**config.mk**
```make
export PLATFORM = sky130hd
export DESIGN_NAME = alu_mdu_seq
export DESIGN_NICKNAME = d
export VERILOG_FILES = /design/src/rtl/alu_mdu_seq.sv
export SDC_FILE = /design/constraint.sdc
export NUM_CORES = 1
export LEC_CHECK = 0
export BUFFER_PORTS_ARGS = -buffer_cell sky130_fd_sc_hd__buf_2
export CORE_ASPECT_RATIO = 1.25
export CORE_MARGIN = 2
export CORE_UTILIZATION = 51
export CTS_CLUSTER_SIZE = 20
export DETAILED_ROUTE_END_ITERATION = 8
export PLACE_DENSITY = 0.78
export SLEW_MARGIN = 20
export SYNTH_ARGS = -nofsm -noshare
export SYNTH_HDL_FRONTEND = slang
export SYNTH_SLANG_ARGS = --single-unit
```
**constraint.sdc**
```tcl
create_clock -name clk -period 3.4 [get_ports clk]
set_input_delay 0 -clock clk [delete_from_list [all_inputs] [get_ports clk]]
set_output_delay 0 -clock clk [all_outputs]
set_load 0.05 [all_outputs]
```
**src/rtl/alu_mdu_seq.sv**
```systemverilog
// Multi-cycle MULT/MULTU/DIV/DIVU sequencer driving the shared ALU.
// Owns HI/LO; one ALU add or subtract per cycle for 32 cycles.
module alu_mdu_seq (
  input  logic        clk,
  input  logic        rst_n,
  input  logic        start,
  input  logic [1:0]  op,
  input  logic [31:0] rs_val,
  input  logic [31:0] rt_val,
  input  logic        hi_we,
  input  logic        lo_we,
  input  logic [31:0] wdata,
  output logic        busy,
  output logic        done,
  output logic [31:0] hi,
  output logic [31:0] lo,
  output logic [3:0]  alu_ctl,
  output logic [31:0] alu_a,
  output logic [31:0] alu_b,
  input  logic [31:0] alu_out
);

  typedef enum logic [1:0] {
    IDLE,
    CALC,
    FIX
  } state_t;

  localparam logic [3:0] CTL_ADD = 4'b0010;
  localparam logic [3:0] CTL_SUB = 4'b0110;

  state_t      state;
  logic [4:0]  cnt;
  logic [31:0] acc_hi;
  logic [31:0] acc_lo;
  logic [31:0] opnd;
  logic [31:0] rs_lat;
  logic        is_div;
  logic        neg_q;
  logic        neg_r;
  logic        div0;

  logic        sgn;
  logic [31:0] rs_mag;
  logic [31:0] rt_mag;
  logic        carry;
  logic        bw;
  logic [63:0] prod;
  logic [63:0] prod_neg;

  always_comb begin
    sgn    = op[0];
    rs_mag = (sgn && rs_val[31]) ? -rs_val : rs_val;
    rt_mag = (sgn && rt_val[31]) ? -rt_val : rt_val;
  end

  always_comb begin
    alu_ctl = CTL_ADD;
    alu_a   = '0;
    alu_b   = '0;
    if (state == CALC) begin
      alu_b = opnd;
      if (is_div) begin
        alu_ctl = CTL_SUB;
        alu_a   = {acc_hi[30:0], acc_lo[31]};
      end else begin
        alu_a   = acc_hi;
      end
    end
  end

  // Carry/borrow recovered from operand and result sign bits only.
  always_comb begin
    carry = (alu_a[31] & alu_b[31])
          | ((alu_a[31] | alu_b[31]) & ~alu_out[31]);
    bw    = (~alu_a[31] & alu_b[31])
          | (~(alu_a[31] ^ alu_b[31]) & alu_out[31]);
    prod     = {acc_hi, acc_lo};
    prod_neg = -prod;
  end

  always_ff @(posedge clk or negedge rst_n) begin
    if (!rst_n) begin
      state  <= IDLE;
      cnt    <= '0;
      acc_hi <= '0;
      acc_lo <= '0;
      opnd   <= '0;
      rs_lat <= '0;
      is_div <= 1'b0;
      neg_q  <= 1'b0;
      neg_r  <= 1'b0;
      div0   <= 1'b0;
      busy   <= 1'b0;
      done   <= 1'b0;
      hi     <= '0;
      lo     <= '0;
    end else begin
      unique case (state)
        IDLE: begin
          done <= 1'b0;
          if (start) begin
            is_div <= op[1];
            neg_q  <= sgn & (rs_val[31] ^ rt_val[31]);
            neg_r  <= sgn & rs_val[31];
            div0   <= op[1] & (rt_val == '0);
            rs_lat <= rs_val;
            acc_hi <= '0;
            acc_lo <= rs_mag;
            opnd   <= rt_mag;
            cnt    <= '0;
            busy   <= 1'b1;
            state  <= CALC;
          end else begin
            if (hi_we) hi <= wdata;
            if (lo_we) lo <= wdata;
          end
        end
        CALC: begin
          if (is_div) begin
            if (acc_hi[31] | ~bw) begin
              acc_hi <= alu_out;
              acc_lo <= {acc_lo[30:0], 1'b1};
            end else begin
              acc_hi <= alu_a;
              acc_lo <= {acc_lo[30:0], 1'b0};
            end
          end else if (acc_lo[0]) begin
            {acc_hi, acc_lo} <= {carry, alu_out, acc_lo[31:1]};
          end else begin
            {acc_hi, acc_lo} <= {1'b0, acc_hi, acc_lo[31:1]};
          end
          cnt <= cnt + 5'd1;
          if (cnt == 5'd31) state <= FIX;
        end
        FIX: begin
          if (div0) begin
            hi <= rs_lat;
            lo <= 32'hFFFF_FFFF;
          end else if (is_div) begin
            hi <= neg_r ? -acc_hi : acc_hi;
            lo <= neg_q ? -acc_lo : acc_lo;
          end else begin
            {hi, lo} <= neg_q ? prod_neg : prod;
          end
          busy  <= 1'b0;
          done  <= 1'b1;
          state <= IDLE;
        end
        default: state <= IDLE;
      endcase
    end
  end

endmodule
```
==> summary.txt <==
Clock tree
  • Root Driver: clkbuf_16
  • CTS buffer count: 23
  • # clock sinks: 205
  • TritonCTS clock tree: done
  • H-tree level count: 1
  • Clock latency on the worst-skew pair: 540 ps
  • Clock Path Buffers: 3
  • Clock-pin slew on the worst setup and hold paths: 60 ps

Pwr
  • Switching share of power: 53.2%
  • Final Power: 19.2 mW
  • P per Cell Area: 1080 nW/um^2
  • Int Pwr: 8.99 mW
  • Logic pwr share: 59.3%
  • Clock Power Share: 13.7%
  • VDD IR max: 0.581 mV
  • Pleak: 7.86 nW
  • Seq pwr share: 27.0%
  • NetSw: 10.2 mW

Place
  • Port buffer count: 265
  • Placer Congestion: 1.14
  • Post-Place Cells: 2,169
  • Area after DPL: 15,500 sq um
  • DP HPWL: 37,100 microns
  • Pre-CTS setup slack: 448 ps

Critical path
  • Critical Path RT: 3860 ps
  • R2R Setup Slk: 150 ps
  • Critical path endpoint category: register
  • Worst path depth: 7
  • Worst R2R Path Depth: 7
  • Startpoint types: register
  • Critical Path End: div0$_DFFE_PN0P_
  • Slowest-stage cell, CP: dfrtp_1
  • CP most frequent cell: dlygate4sd3_1
  • Cell family with most CP delay: buffers and inverters
  • Max incr delay on CP: 730 ps
  • Worst EP arrival: 3700 ps
  • R2R Path End: div0$_DFFE_PN0P_
  • CP startpoint: state[1]$_DFFE_PN0P_
  • Reg2reg start: state[1]$_DFFE_PN0P_
  • Worst-path fanout max: 54
  • Crit-path cells: nor2b_4 -> buf_4 -> nor2_2 -> nand4b_1 -> dlygate4sd3_1 -> o21ai_0 -> dlygate4sd3_1
  • Critical path class: register to register
  • Worst path buffer plus inverter count: 3

STA
  • WHS: 47.6 ps
  • Endpoints failing setup: 0
  • Fmax: 308 MHz
  • Max Slew Vio Count: 0
  • Unrepaired setup endpoints after global routing: no
  • Skew final: 25.9 ps
  • Worst Tran Pin Value: 990 ps
  • Fin crit period: 3250 ps
  • Slew margin rel.: 33.8%
  • Final worst path period share: 95.5%
  • Setup TNS: 0 ps
  • Hold Violations, Final: 0
  • Min setup slack post-route: 153 ps

Global routing
  • Largest net degree at the start of global routing: 96
  • First-pass GRT wire length: 84,100 microns
  • Vias in the first global route: 14,600
  • Overall Global Routing Usage: 38.1%
  • Initial antenna violation count: 0
  • Overflow left after global routing: 0

Die
  • Initial Util: 51.6%
  • Die width: 151 microns
  • Die height: 188 microns
  • Core ar.: 26,700 sq um
  • Die Footprint: 28,400 sq um
  • Row cnt: 67
  • IO Count: 269

Min path
  • Hold WC Path Type: primary input to async pin

Job
  • Max cap viols: 0

Logic synthesis
  • Post-synthesis sequential area ratio: 37.2%
  • Post-synth EDFFs: 0
  • Predominant post-synthesis flop cell: dfrtp_1
  • Synthesis Warnings: 0
  • Post-synth cell types: 68
  • Asr flop ratio synth: 100%
  • Post-Syn Area: 13,800 sq um
  • Syn Area/Cell: 8.32 sq um
  • Synth Instances: 1,658
  • #FFs+latches synth: 205

Detailed routing
  • DR vias: 15,300
  • DRT iter0 DRCs: 1,802
  • Drt via density: 6.45
  • DRC: 0
  • Drt pass-1 iters: 7
  • Final wirelength: 55,100 microns
  • WL/cell: 23.3 microns
  • ANT nets after route: 0

Status
  • Outcome: finished clean

Final layout
  • Synth-to-layout area growth: 29.3%
  • # diodes: 0
  • Fin nets: 2,147
  • Post-Route Utilization: 66.7%
  • Share of layout cells above drive strength 1: 19.4%
  • Finished Cell Area: 17,800 sq um
  • Final non-filler cell total: 2,365
registers in the layout (all words and copies together) (netlist names), 2 cells and up:
name and cells:
opnd 32, acc_hi 32, acc_lo 32, hi 32, rs_lat 32, cnt 5, state 2, lo 32
Yosys cell counts (14+ instances only):
cell type / count / area [sq um]
a211oi_1: 33 / 248
a21oi_1: 103 / 515
a222oi_1: 14 / 140
a22o_1: 35 / 307
and2_1: 40 / 250
buf_1: 16 / 60.1
clkbuf_1: 135 / 507
dfrtp_1: 205 / 5130
inv_1: 16 / 60.1
mux2i_1: 93 / 931
nand2_1: 236 / 886
nand2b_1: 15 / 93.8
nand3_1: 14 / 70.1
nor2_1: 101 / 379
nor2b_1: 39 / 244
nor3_1: 32 / 160
nor4_1: 26 / 163
o21ai_0: 149 / 746
o221ai_1: 18 / 158
o22ai_1: 30 / 188
o31ai_1: 16 / 120
o41ai_1: 18 / 158
or3_1: 30 / 188
or4_1: 19 / 143
xnor2_1: 62 / 543
xor2_1: 48 / 420
power groups by stage:
stage          logic [mW]  clock network, mW  registers (mW)
2_1_floorplan        7.05                  0            5.61
3_3_place_gp         10.6                  0            5.08
3_5_place_dp         10.7                  0            5.13
4_1_cts              11.1               2.63            5.10
5_1_grt              12.1               2.74            5.27
6_report             11.4               2.64            5.18
final cells by class:
| type | count | area (sq um) |
|---|---|---|
| Sequential cell | 205 | 5140 |
| Timing Repair Buffer | 476 | 3370 |
| Tap cell | 345 | 432 |
| Clock inverter | 11 | 148 |
| Inverter | 16 | 60.1 |
| Clock buffer | 31 | 636 |
| Fill cell | 2092 | 8910 |
| Multi-Input combinational cell | 1281 | 8050 |
cells by family (layout without fill, tap and decap cells):
logic type,Yosys count,in the layout,synth area share (%)
xor+xnor,110,110,6.99
mux,96,96,6.99
compound gates,472,472,22.1
flops,205,205,37.2
simple gates,591,591,21.0
other cells,2,3,0.0545
fa+ha+maj,9,9,0.816
buf+inv,173,534,4.86
how the worst min path moves through the flow:
stage	startpoint	endpoint	slack, ps	depth (start not counted)
global route	rst_n	opnd[5]$_DFFE_PN0P_	110	2
detailed placement	rst_n	opnd[5]$_DFFE_PN0P_	70	1
floorplan	rst_n	acc_hi[0]$_DFFE_PN0P_	-300	0
CTS	rst_n	opnd[5]$_DFFE_PN0P_	90	2
global placement	rst_n	opnd[10]$_DFFE_PN0P_	70	1
finish	rst_n	opnd[5]$_DFFE_PN0P_	50	2
placed cells by master (no fill, tap or decap), types with 18 or more instances in the layout:
| cell | instances |
|---|---|
| o21ai_0 | 149 |
| xor2_1 | 48 |
| and2_1 | 40 |
| o22ai_1 | 30 |
| nor2b_1 | 37 |
| nor2_1 | 100 |
| mux2i_1 | 93 |
| nand2_1 | 236 |
| nor3_1 | 32 |
| buf_2 | 264 |
| dfrtp_1 | 202 |
| dlygate4sd3_1 | 153 |
| o221ai_1 | 18 |
| clkbuf_16 | 23 |
| or4_1 | 19 |
| nor4_1 | 26 |
| or3_1 | 30 |
| buf_4 | 52 |
| a211oi_1 | 33 |
| a21oi_1 | 103 |
| o41ai_1 | 18 |
| a22o_1 | 35 |
| xnor2_1 | 62 |
metal layers:
layer	up-vias	global-route usage (%)	share of wire, %
met4	0	18.3	6.1
met5	-	0	0
li1	6655	-	-
met1	7257	49.3	37
met3	256	7.96	11
met2	1082	60.7	46
repair_timing:
item | 4_1_cts | 5_1_grt
endpoints found under the hold margin | 260 | 0
setup buffers | 0 | 1
resized for setup | 0 | 1
hold buffers | 153 | 0
endpoints found under the setup margin | 0 | 14
Power figures use the tool's default switching activity.
